--- src/rtl/adc_lvds_pkg.sv ---
// rtl/adc_lvds_pkg.sv - shared state encoding, default frame pattern and counter-width helper for the LVDS ADC path
package adc_lvds_pkg;

    typedef enum logic [2:0] {
        IDLE      = 3'd0,
        LOCK_WAIT = 3'd1,
        CHECK     = 3'd2,
        SLIP      = 3'd3,
        SETTLE    = 3'd4,
        ALIGNED   = 3'd5,
        FAIL      = 3'd6
    } align_state_t;

    localparam logic [7:0] DEFAULT_FRAME_PATTERN = 8'hF0;

    // Width of a counter that must hold values 0..max_val inclusive.
    function automatic int cnt_w(input int max_val);
        return (max_val < 1) ? 1 : $clog2(max_val + 1);
    endfunction

endpackage

--- src/rtl/adc_bit_sync.sv ---
// rtl/adc_bit_sync.sv - two-flop synchronizer for a single asynchronous level
module adc_bit_sync (
    input  logic clk,
    input  logic reset,
    input  logic d,
    output logic q
);

    logic meta;

    always_ff @(posedge clk or posedge reset) begin
        if (reset) begin
            meta <= 1'b0;
            q    <= 1'b0;
        end else begin
            meta <= d;
            q    <= meta;
        end
    end

endmodule

--- src/rtl/adc_frame_aligner.sv ---
// rtl/adc_frame_aligner.sv - FCLK bitslip alignment controller; ADC_FRAME_REALIGN_EN enables miss-triggered realign
module adc_frame_aligner
    import adc_lvds_pkg::*;
#(
    parameter int                      SERDES_WIDTH  = 8,
    parameter logic [SERDES_WIDTH-1:0] FRAME_PATTERN = SERDES_WIDTH'(DEFAULT_FRAME_PATTERN),
    parameter int                      LOCK_DELAY    = 64,
    parameter int                      SETTLE_CYCLES = 4,
    parameter int                      MATCH_COUNT   = 16,
    parameter int                      MAX_SLIPS     = 16,
    parameter int                      MISS_COUNT    = 4
) (
    input  logic                          clk,
    input  logic                          reset,
    input  logic                          locked,
    input  logic [SERDES_WIDTH-1:0]       frame_data,
    input  logic                          realign_req,
    output logic                          bitslip,
    output logic                          aligned,
    output logic                          align_fail,
    output logic [cnt_w(MAX_SLIPS)-1:0]   slip_count,
    output logic [2:0]                    state_dbg
);

    localparam logic [2:0] S_IDLE      = IDLE;
    localparam logic [2:0] S_LOCK_WAIT = LOCK_WAIT;
    localparam logic [2:0] S_CHECK     = CHECK;
    localparam logic [2:0] S_SLIP      = SLIP;
    localparam logic [2:0] S_SETTLE    = SETTLE;
    localparam logic [2:0] S_ALIGNED   = ALIGNED;
    localparam logic [2:0] S_FAIL      = FAIL;

    // One delay counter serves both the post-lock wait and the post-slip settle window.
    localparam int DLY_MAX = (LOCK_DELAY > SETTLE_CYCLES) ? LOCK_DELAY : SETTLE_CYCLES;
    localparam int DLY_W   = cnt_w(DLY_MAX);
    localparam int MATCH_W = cnt_w(MATCH_COUNT);
    localparam int SLIP_W  = cnt_w(MAX_SLIPS);

    localparam logic [DLY_W-1:0]   LD_LAST  = DLY_W'(LOCK_DELAY - 1);
    localparam logic [DLY_W-1:0]   SC_LAST  = DLY_W'(SETTLE_CYCLES - 1);
    localparam logic [MATCH_W-1:0] MC_LAST  = MATCH_W'(MATCH_COUNT - 1);
    localparam logic [SLIP_W-1:0]  SLIP_MAX = SLIP_W'(MAX_SLIPS);

    logic               lock_s;
    logic [2:0]         state, next_state;
    logic [DLY_W-1:0]   delay_cnt, delay_nxt;
    logic [MATCH_W-1:0] match_cnt, match_nxt;
    logic [SLIP_W-1:0]  slip_cnt, slip_nxt;
    logic               word_ok;

`ifdef ADC_FRAME_REALIGN_EN
    localparam int                MISS_W    = cnt_w(MISS_COUNT);
    localparam logic [MISS_W-1:0] MISS_LAST = MISS_W'(MISS_COUNT - 1);
    logic [MISS_W-1:0] miss_cnt, miss_nxt;
`endif

    adc_bit_sync u_lock_sync (
        .clk   (clk),
        .reset (reset),
        .d     (locked),
        .q     (lock_s)
    );

    assign word_ok = (frame_data == FRAME_PATTERN);

    always_comb begin
        next_state = state;
        delay_nxt  = delay_cnt;
        match_nxt  = match_cnt;
        slip_nxt   = slip_cnt;
`ifdef ADC_FRAME_REALIGN_EN
        miss_nxt   = miss_cnt;
`endif
        if (!lock_s || (realign_req && state != S_IDLE)) begin
            next_state = lock_s ? S_LOCK_WAIT : S_IDLE;
            delay_nxt  = '0;
            match_nxt  = '0;
            slip_nxt   = '0;
`ifdef ADC_FRAME_REALIGN_EN
            miss_nxt   = '0;
`endif
        end else begin
            case (state)
                S_IDLE: begin
                    next_state = S_LOCK_WAIT;
                    delay_nxt  = '0;
                end
                S_LOCK_WAIT: begin
                    if (delay_cnt == LD_LAST) begin
                        next_state = S_CHECK;
                        delay_nxt  = '0;
                        match_nxt  = '0;
                        slip_nxt   = '0;
                    end else begin
                        delay_nxt = delay_cnt + 1'b1;
                    end
                end
                S_CHECK: begin
                    if (word_ok) begin
                        if (match_cnt == MC_LAST) begin
                            next_state = S_ALIGNED;
                            match_nxt  = '0;
                        end else begin
                            match_nxt = match_cnt + 1'b1;
                        end
                    end else begin
                        match_nxt  = '0;
                        next_state = (slip_cnt < SLIP_MAX) ? S_SLIP : S_FAIL;
                    end
                end
                S_SLIP: begin
                    if (slip_cnt != SLIP_MAX)
                        slip_nxt = slip_cnt + 1'b1;
                    next_state = S_SETTLE;
                    delay_nxt  = '0;
                end
                S_SETTLE: begin
                    if (delay_cnt == SC_LAST) begin
                        next_state = S_CHECK;
                        delay_nxt  = '0;
                    end else begin
                        delay_nxt = delay_cnt + 1'b1;
                    end
                end
                S_ALIGNED: begin
`ifdef ADC_FRAME_REALIGN_EN
                    if (word_ok) begin
                        miss_nxt = '0;
                    end else if (miss_cnt == MISS_LAST) begin
                        next_state = S_CHECK;
                        miss_nxt   = '0;
                        match_nxt  = '0;
                        slip_nxt   = '0;
                    end else begin
                        miss_nxt = miss_cnt + 1'b1;
                    end
`endif
                end
                S_FAIL: ;
                default: next_state = S_IDLE;
            endcase
        end
    end

    // Flags are registered from next_state so they track the state register exactly.
    always_ff @(posedge clk or posedge reset) begin
        if (reset) begin
            state      <= S_IDLE;
            delay_cnt  <= '0;
            match_cnt  <= '0;
            slip_cnt   <= '0;
            bitslip    <= 1'b0;
            aligned    <= 1'b0;
            align_fail <= 1'b0;
        end else begin
            state      <= next_state;
            delay_cnt  <= delay_nxt;
            match_cnt  <= match_nxt;
            slip_cnt   <= slip_nxt;
            bitslip    <= (next_state == S_SLIP);
            aligned    <= (next_state == S_ALIGNED);
            align_fail <= (next_state == S_FAIL);
        end
    end

`ifdef ADC_FRAME_REALIGN_EN
    always_ff @(posedge clk or posedge reset) begin
        if (reset)
            miss_cnt <= '0;
        else
            miss_cnt <= miss_nxt;
    end
`endif

    assign slip_count = slip_cnt;
    assign state_dbg  = state;

endmodule

--- config.mk ---
export PLATFORM = sky130hd
export DESIGN_NAME = adc_frame_aligner
export DESIGN_NICKNAME = d
export VERILOG_FILES = /design/src/rtl/adc_lvds_pkg.sv /design/src/rtl/adc_bit_sync.sv /design/src/rtl/adc_frame_aligner.sv
export SDC_FILE = /design/constraint.sdc
export NUM_CORES = 1
export LEC_CHECK = 0
export CAP_MARGIN = 5
export CORE_MARGIN = 1
export CORE_UTILIZATION = 55
export CTS_CLUSTER_DIAMETER = 100
export DETAILED_ROUTE_END_ITERATION = 8
export GPL_TIMING_DRIVEN = 0
export MAX_ROUTING_LAYER = met4
export PLACE_DENSITY = 0.82
export SLEW_MARGIN = 10
export SYNTH_ARGS = -nofsm -noshare
export SYNTH_HDL_FRONTEND = slang
export SYNTH_SLANG_ARGS = --single-unit
--- constraint.sdc ---
create_clock -name clk -period 3.6 [get_ports clk]
set_input_delay 1.08 -clock clk [delete_from_list [all_inputs] [get_ports clk]]
set_output_delay 1.08 -clock clk [all_outputs]
set_load 0.02 [all_outputs]
==> results of run 1 <==
==> critical path: stages <==
cell             delay, ns
clkdlybuf4s50_1       0.39
or4_1                 0.53
nor2_2                0.23
nand2_1               0.10
a211oi_2              0.35
and3_1                0.21
==> worst paths after layout <==
kind	cells past startpoint	from	end
min reg2reg	0	u_lock_sync.meta$_DFF_PP0_	u_lock_sync.q$_DFF_PP0_
max reg2reg	6	delay_cnt[0]$_DFFE_PP0P_	match_cnt[2]$_DFFE_PP0P_
min	0	u_lock_sync.meta$_DFF_PP0_	u_lock_sync.q$_DFF_PP0_
max	6	frame_data[1]	aligned$_DFF_PP0_
max in group asynchronous	2	reset	delay_cnt[6]$_DFFE_PP0P_
min in group asynchronous	2	reset	u_lock_sync.meta$_DFF_PP0_
==> cell type report <==
cell class / count / area, um2 / area share (%)
Multi-Input combinational cell: 116 / 783.3 / 45.10
Sequential cell: 25 / 625.6 / 36.02
Timing Repair Buffer: 22 / 220.2 / 12.68
Tap cell: 30 / 37.54 / 2.161
Clock buffer: 4 / 26.28 / 1.513
Inverter: 7 / 26.28 / 1.513
Buffer: 3 / 17.52 / 1.009
==> state kept, by name, summed over array words and instances (netlist names) <==
register / cells
match_cnt: 5
bitslip: 1
aligned: 1
u_lock_sync.q: 1
delay_cnt: 7
u_lock_sync.meta: 1
state_dbg: 3
align_fail: 1
slip_count: 5
==> cells in the final DEF (no fill, tap or decap), types with 4 or more instances in the layout <==
| cell type | Yosys | final |
|---|---|---|
| dfrtp_1 | 25 | 25 |
| clkdlybuf4s50_1 | 0 | 22 |
| nand2_1 | 20 | 20 |
| nand3_1 | 10 | 10 |
| inv_1 | 7 | 7 |
| nor2_1 | 6 | 6 |
| o21ai_0 | 6 | 6 |
| nand2b_1 | 5 | 5 |
| a21oi_1 | 4 | 4 |
| and3_1 | 4 | 4 |
| ha_1 | 4 | 4 |
==> power by group <==
part,internal (mW),switching [mW],total (mW)
Combinational,0.0192,0.0210,0.0402
Sequential,0.283,0.00206,0.285
Clock,0.0434,0.0852,0.129
Total,0.346,0.108,0.454
==> per-layer routing <==
| layer | up-vias | share of wire [%] | track usage, % |
|---|---|---|---|
| met5 | - | 0 | - |
| met4 | 0 | 0.71 | 8.333 |
| met3 | 2 | 4.0 | 2.874 |
| met2 | 37 | 50 | 40.21 |
| met1 | 618 | 45 | 30.91 |
| li1 | 612 | - | - |
==> cell families (layout without fill, tap and decap cells) <==
group,Yosys count,count (layout)
simple gates,70,70
compound gates,38,38
flops,25,25
buf+inv,10,36
fa+ha+maj,4,4
mux,3,3
xor+xnor,1,1
==> results.json, run 1 <==
{
  "status": "finished clean",
  "core-area_mm2": 0.002477,
  "die_w_um": 53.39,
  "fmax_mhz": 383.1,
  "stdcell_area_mm2": 0.001737,
  "placed_area_mm2": 0.001710,
  "synthXorXnorAreaFrac_pct": 0.6029,
  "ios": 23,
  "cts_max_path_buffers": 2,
  "syn_avg_cell_area_um2": 9.620,
  "fp.dieH_um": 53.39,
  "drv_cap": 0,
  "cp_max_fo": 6,
  "clk_latency_ns": 0.32,
  "clkSinkCount": 25,
  "cts-root-buf": "clkbuf_4",
  "maxSlewViolCount": 0,
  "post_cts_buffers": 0,
  "synth_compound_area_share_pct": 19.64,
  "row_count": 18,
  "synth.most_common_cell": "dfrtp_1",
  "synth_fa_ha_area_share_pct": 3.445,
  "totalPowerFinal_mw": 0.4542,
  "grt_pass1_vias": 1187,
  "ant_nets": 0,
  "htreeDepth": 1,
  "synth_seq_cells": 25,
  "slew_headroom_pct": 38.28,
  "setup_viol": 0,
  "cts_resized": 0,
  "fin_nets": 194,
  "dieArea_mm2": 0.002850,
  "path_clk_slew_ns": 0.13,
  "wire_per_inst_um": 13.64,
  "netlist_instances": 151,
  "cts_hold_buf": 0,
  "startpoint_type": "primary input",
  "dp_hpwl_mm": 2.150,
  "tns_ns": 0,
  "fin_cells": 207,
  "drc": 0,
  "crit_required_ns": 3.87,
  "overflow": 0,
  "synthesis.area_mm2": 0.001453,
  "syn2layout_area_growth_pct": 19.55,
  "grt_usage_pct": 24.46,
  "synthTopCellsByArea": "dfrtp_1 43%, nand2_1 5.2%, ha_1 3.4%",
  "fin_util_pct": 70.10,
  "yosys-top-cells-count": "25 x dfrtp_1, 20 x nand2_1, 10 x nand3_1",
  "hold_viol": 0,
  "synth-edff-count": 0,
  "routed_wirelength_mm": 2.823,
  "skew_ns": 0.001315,
  "cp_data_arrival_time_ns": 2.88,
  "synth_ff_type": "dfrtp_1",
  "cts_buffers": 3,
  "layout-drive-gt1-share_pct": 11.30,
  "synth.distinct_cells": 54,
  "start_util_pct": 58.64,
  "vdd_drop_max_mv": 0.2175,
  "synthMuxAreaShare_pct": 2.239,
  "syn_nets": 167,
  "synth_simple_gate_area_share_pct": 27.99,
  "post-place-ws_ns": 0.6532,
  "synth_area_leader_cell": "dfrtp_1",
  "seq_area_frac_synth_pct": 43.07,
  "via_count": 1269,
  "dp.cells": 203,
  "hold_class": "reg2reg",
  "fill_cells": 206,
  "cts_tree": "yes",
  "drtPass1Iterations": 4,
  "grt_pass1_wl_mm": 4.988,
  "first_iter_violations": 42,
  "grt_max_degree": 26,
  "fin_hold_ws_ns": 0.3726,
  "end_kind": "flop",
  "synth_top_cell_area_share_pct": 43.07,
  "worst-slew-pin-transition_ns": 0.9248,
  "rsz0062_at_grt": "false",
  "synth_top_family_by_area": "simple AND/OR/NAND/NOR gates",
  "leakagePower_nw": 0.7216,
  "n_antenna_cell": 0,
  "timing.final.crit_share_pct": 72.50,
  "critical_path_class": "in2reg",
  "cellPowerDensity_mw_per_mm2": 261.5,
  "synthArstFlopShare_pct": 100.0,
  "setup_ws_ns": 0.9899,
  "r2r_slack_ns": 1.63,
  "synth_warnings": 0,
  "antenna_found_initial": 0,
  "io_buffers": 22,
  "finalCriticalPeriod_ns": 2.610,
  "gp_congestion": 0.9228,
  "post_drt_via_cell_ratio": 6.130
}
Power figures use the tool's default switching activity.
==> run 2, diff against run 1 <==
--- a/config.mk
+++ b/config.mk
@@ -7,12 +7,12 @@
 export LEC_CHECK = 0
 export CAP_MARGIN = 5
 export CORE_MARGIN = 1
-export CORE_UTILIZATION = 55
+export CORE_UTILIZATION = 48
 export CTS_CLUSTER_DIAMETER = 100
 export DETAILED_ROUTE_END_ITERATION = 8
 export GPL_TIMING_DRIVEN = 0
 export MAX_ROUTING_LAYER = met4
-export PLACE_DENSITY = 0.82
+export PLACE_DENSITY = 0.75
 export SLEW_MARGIN = 10
 export SYNTH_ARGS = -nofsm -noshare
 export SYNTH_HDL_FRONTEND = slang
==> constraint.sdc (replaced) <==
create_clock -name clk -period 2.4 [get_ports clk]
set_input_delay 0.72 -clock clk [delete_from_list [all_inputs] [get_ports clk]]
set_output_delay 0.72 -clock clk [all_outputs]
set_load 0.02 [all_outputs]
==> results.json, run 2 (synthesis gave the netlist of run 1 again) <==
{
  "status": "finished with violations",
  "failed_checks": "DRC",
  "maxSlewViolCount": 0,
  "crit_required_ns": 2.61,
  "antenna_found_initial": 0,
  "die_w_um": 57.01,
  "clkSinkCount": 25,
  "via_count": 1278,
  "p_int_mw": 0.5191,
  "rsz0062_at_grt": "false",
  "routed_wirelength_mm": 3.228,
  "cts_resized": 0,
  "layout-drive-gt1-share_pct": 11.30,
  "drc": 3,
  "placed_area_mm2": 0.001712,
  "hold_path_depth": 0,
  "largest_register_ffs": 7,
  "htreeDepth": 1,
  "comb_power_share_pct": 9.1,
  "p_clk_share_pct": 28.0,
  "ios": 23,
  "cts_buffers": 3,
  "tns_ns": 0,
  "fin_hold_ws_ns": 0.3654,
  "leakagePower_nw": 0.7218,
  "top_layer_used": "met4",
  "cts-root-buf": "clkbuf_4",
  "r2r_cells": 6,
  "fp.dieH_um": 57.01,
  "path_clk_slew_ns": 0.13,
  "hold_viol": 0,
  "dieArea_mm2": 0.003250,
  "overflow": 0,
  "skew_ns": 0.008009,
  "finalCriticalPeriod_ns": 2.282,
  "critical_path_class": "in2reg",
  "final_cell_mix": "25 x dfrtp_1, 22 x clkdlybuf4s50_1, 20 x nand2_1",
  "core-area_mm2": 0.002805,
  "cellPowerDensity_mw_per_mm2": 391.1,
  "fin_nets": 194,
  "n_antenna_cell": 0,
  "post_drt_via_cell_ratio": 6.144,
  "dp_hpwl_mm": 2.420,
  "grt_max_degree": 26,
  "wl_met1_mm": 1.482,
  "cts_tree": "yes",
  "grt_pass1_wl_mm": 5.685,
  "syn2layout_area_growth_pct": 19.98,
  "grt_usage_pct": 22.73,
  "start_util_pct": 51.78,
  "clk_latency_ns": 0.32,
  "hold_class": "reg2reg",
  "slew_headroom_pct": 36.48,
  "ant_nets": 0,
  "setup_viol": 0,
  "layout_commonest_cell": "dfrtp_1",
  "drv_cap": 0,
  "netSwitchingFraction_pct": 23.85,
  "stdcell_area_mm2": 0.001743,
  "wire_per_inst_um": 15.52,
  "drtPass1Iterations": 6,
  "timing.final.crit_share_pct": 95.07,
  "io_buffers": 22,
  "switching_power_mw": 0.1626,
  "cp_data_arrival_time_ns": 2.50,
  "cts_max_path_buffers": 2,
  "cp_max_fo": 10,
  "startpoint_type": "primary input",
  "wl_met3_um": 133,
  "worst-slew-pin-transition_ns": 0.9517,
  "first_iter_violations": 73,
  "gp_congestion": 0.8610,
  "grt_pass1_vias": 1278,
  "p_seq_share_pct": 62.9,
  "row_count": 19,
  "regMostFlops": "delay_cnt",
  "cts_hold_buf": 0,
  "vdd_drop_max_mv": 0.2877,
  "met2_length_mm": 1.573,
  "fmax_mhz": 438.3,
  "post_cts_buffers": 0,
  "end_kind": "flop"
}
==> run 2: final cells by class <==
cell class                      count  area, um2
Tap cell                           31      38.79
Timing Repair Buffer               22      220.2
Fill cell                         243       1062
Inverter                            7      26.28
Multi-Input combinational cell    116      788.3
Clock buffer                        4      26.28
Sequential cell                    25      625.6
Buffer                              3      17.52
==> run 2: per-stage QoR <==
| stage | worst slack (ns) | cells | power, mW | utilization, % |
|---|---|---|---|---|
| after floorplan | 0.3381 | 151 | 0.4681 | - |
| after global placement | -0.1795 | 204 | 0.4960 | 61.02 |
| after detailed placement | -0.2192 | 204 | 0.4979 | 61.02 |
| after CTS | 0.1083 | 208 | 0.6876 | 61.95 |
| after global routing | 0.04920 | 208 | 0.7098 | 62.13 |
| final | 0.1182 | 208 | 0.6816 | 62.13 |
==> run 2: power groups by stage <==
| stage | Sequential [mW] | Combinational [mW] | Clock (mW) |
|---|---|---|---|
| 2_1_floorplan | 0.437 | 0.0315 | 0 |
| 3_5_place_dp | 0.436 | 0.0615 | 0 |
| 3_3_place_gp | 0.436 | 0.0598 | 0 |
| 6_report | 0.429 | 0.0624 | 0.191 |
| 4_1_cts | 0.429 | 0.0621 | 0.197 |
| 5_1_grt | 0.430 | 0.0684 | 0.212 |
==> run 2: path summary, 6_finish.rpt <==
check / from / to / slack, ns
min in group asynchronous: reset / match_cnt[4]$_DFFE_PP0P_ / 0.90
max in group asynchronous: reset / match_cnt[1]$_DFFE_PP0P_ / 0.92
hold / removal: u_lock_sync.meta$_DFF_PP0_ / u_lock_sync.q$_DFF_PP0_ / 0.37
setup reg to reg: delay_cnt[0]$_DFFE_PP0P_ / match_cnt[2]$_DFFE_PP0P_ / 0.43
setup / recovery: realign_req / delay_cnt[6]$_DFFE_PP0P_ / 0.12
hold reg to reg: u_lock_sync.meta$_DFF_PP0_ / u_lock_sync.q$_DFF_PP0_ / 0.37
==> run 2: critical path, cell delays in order <==
cell and delay, ns:
clkdlybuf4s50_1 0.48, nor2b_1 0.22, a21boi_2 0.46, nor2_1 0.13
and2_4 0.19, a221o_1 0.28
==> run 2: routing by layer <==
metal | up-vias | track usage (%)
li1 | 616 | -
met1 | 621 | 29.43
met2 | 33 | 37.98
met3 | 8 | 3.175
met4 | 0 | 5.226
met5 | - | -
==> run 3, diff against run 2 <==
--- a/config.mk
+++ b/config.mk
@@ -13,7 +13,7 @@
 export GPL_TIMING_DRIVEN = 0
 export MAX_ROUTING_LAYER = met4
 export PLACE_DENSITY = 0.75
-export SLEW_MARGIN = 10
 export SYNTH_ARGS = -nofsm -noshare
 export SYNTH_HDL_FRONTEND = slang
+export SYNTH_HIERARCHICAL = 1
 export SYNTH_SLANG_ARGS = --single-unit
==> results.json, run 3 <==
{
  "status": "finished with violations",
  "failed_checks": "DRC",
  "first_iter_violations": 32,
  "worst-slew-pin-transition_ns": 0.8863,
  "core-area_mm2": 0.002805,
  "synth_ff_type": "dfrtp_1",
  "synth_warnings": 6,
  "drv_cap": 0,
  "fin_hold_ws_ns": 0.3731,
  "rsz0062_at_grt": "false",
  "clk_latency_ns": 0.32,
  "fill_cells": 237,
  "drc": 4,
  "yosys-top-cells-count": "25 x dfrtp_1, 10 x nor2_1, 8 x inv_1, 8 x nand2_1, 8 x nand3_1",
  "layout-drive-gt1-share_pct": 10.78,
  "totalPowerFinal_mw": 0.6820,
  "htreeDepth": 1,
  "syn_avg_cell_area_um2": 10.31,
  "path_cells": "clkdlybuf4s50_1, nor3b_1, o311ai_4, a41oi_4, a41oi_1, a31oi_1",
  "synth_seq_cells": 25,
  "start_util_pct": 51.83,
  "n_antenna_cell": 0,
  "path_clk_slew_ns": 0.14,
  "cts-root-buf": "clkbuf_4",
  "grt_max_degree": 24,
  "largest_register_ffs": 7,
  "hold_class": "reg2reg",
  "leakagePower_nw": 0.7348,
  "via_count": 1166,
  "end_kind": "flop",
  "cp_top_family": "compound AO/OA/AOI/OAI gates",
  "maxSlewViolCount": 0,
  "row_count": 19,
  "seq_area_frac_synth_pct": 43.03,
  "grt_usage_pct": 20.69,
  "grt_pass1_vias": 1127,
  "cts_max_path_buffers": 2,
  "synth-edff-count": 0,
  "overflow": 0,
  "synth_area_leader_cell": "dfrtp_1",
  "gp_congestion": 0.8144,
  "cts_tree": "yes",
  "cpMaxStageDelayCell": "clkdlybuf4s50_1",
  "vdd_drop_max_mv": 0.2923,
  "synthesis.area_mm2": 0.001454,
  "timing.final.crit_share_pct": 91.91,
  "cpPeakStageDelay_ns": 0.50,
  "fp.dieH_um": 57.04,
  "cp_num_cells": 6,
  "routed_wirelength_mm": 2.897,
  "fin_nets": 184,
  "ant_nets": 0,
  "synth_top_cell_area_share_pct": 43.03,
  "cts_hold_buf": 0,
  "io_buffers": 22,
  "hold_path_depth": 0,
  "hold_viol": 0,
  "dp_hpwl_mm": 2.195,
  "antenna_found_initial": 0,
  "drtPass1Iterations": 8,
  "die_w_um": 57.04,
  "synth.distinct_cells": 48,
  "synth.most_common_cell": "dfrtp_1",
  "clkSinkCount": 25,
  "critical_path_class": "in2reg",
  "r2r_slack_ns": 0.25,
  "synthTopCellsByArea": "dfrtp_1 43%, ha_1 3.4%, a22o_1 3.0%",
  "cp_data_arrival_time_ns": 2.46,
  "setup_viol": 0,
  "finalCriticalPeriod_ns": 2.206,
  "post_drt_via_cell_ratio": 5.889,
  "slew_headroom_pct": 40.85,
  "cts_buffers": 3,
  "final_cell_mix": "25 x dfrtp_1, 22 x clkdlybuf4s50_1, 10 x nor2_1",
  "skew_ns": 0.004252,
  "cp_max_fo": 8,
  "r2r_cells": 6,
  "syn_nets": 157,
  "startpoint_type": "primary input",
  "grt_pass1_wl_mm": 5.016,
  "synthArstFlopShare_pct": 100.0,
  "layout_commonest_cell": "dfrtp_1",
  "crit_required_ns": 2.66,
  "syn2layout_area_growth_pct": 19.71,
  "path_buf_inv": 1,
  "cellPowerDensity_mw_per_mm2": 391.9,
  "ios": 23,
  "cts_resized": 0,
  "wire_per_inst_um": 14.63,
  "regMostFlops": "delay_cnt",
  "netlist_instances": 141,
  "dieArea_mm2": 0.003253,
  "fmax_mhz": 453.3,
  "post_cts_buffers": 0
}
-- run 3: cell families (layout without fill, tap and decap cells) --
family,after synthesis,after routing,share of synthesized area [%]
adders and majority gates,4,4,3.442
xor gates and xnor gates,5,5,3.013
muxes,4,4,2.926
buffers and inverters,11,37,3.184
DFF,25,25,43.03
AOI/OAI and AO/OA,37,37,22.38
and+or+nand+nor,55,55,22.03
-- run 3: worst paths after layout --
path | startpoint | endpoint
max in group asynchronous | reset | slip_count[1]$_DFFE_PP0P_
min reg2reg | u_lock_sync/meta$_DFF_PP0_ | u_lock_sync/q$_DFF_PP0_
max reg2reg | delay_cnt[0]$_DFFE_PP0P_ | bitslip$_DFF_PP0_
min in group asynchronous | reset | u_lock_sync/meta$_DFF_PP0_
max | realign_req | delay_cnt[3]$_DFFE_PP0P_
min | u_lock_sync/meta$_DFF_PP0_ | u_lock_sync/q$_DFF_PP0_
-- run 3: cell type report --
cell class                 count  area, um2  area share, %
tap                           31      38.79          2.229
buffer                         3      16.27         0.9346
clock buffer                   3      22.52          1.294
inverter                       8      30.03          1.725
clock inverter                 1      5.005         0.2876
multi-input combinational    105      782.0          44.93
sequential                    25      625.6          35.95
timing repair buffer          22      220.2          12.65
-- run 3: worst register-to-register path, cell delays in order, from the launching register on --
cell	delay, ns
dfrtp_1	0.43
ha_1	0.24
and4_1	0.30
nand3_1	0.21
nor3_1	0.39
nor2_1	0.17
nor4_2	0.32
-- run 3: per-layer routing --
metal  global-route usage, %  share of wire, %  vias up
li1                        -                 -      580
met1                   25.48                46      560
met2                   33.28                48       20
met3                   2.721               3.7        6
met4                   10.80               1.7        0
met5                       -                 0        -
-- run 3: metrics by stage --
stage / area (um2) / TNS [ns] / setup slack [ns] / utilization (%) / instances
after CTS: 1740 / 0 / 0.1653 / 62.04 / 198
after detailed placement: 1713 / -1.034 / -0.1606 / 61.06 / 194
after global placement: 1713 / -0.4350 / -0.09889 / 61.06 / 194
after floorplan: 1454 / 0 / 0.4397 / - / 141
final: 1740 / 0 / 0.1941 / 62.04 / 198
after global routing: 1740 / 0 / 0.08265 / 62.04 / 198
-- run 3: report_power, final --
part	switching [mW]	leakage (nW)	internal [mW]	total (mW)
Combinational	0.0315	0.375	0.0286	0.0601
Sequential	0.00330	0.342	0.425	0.428
Clock	0.131	0.0177	0.0625	0.194
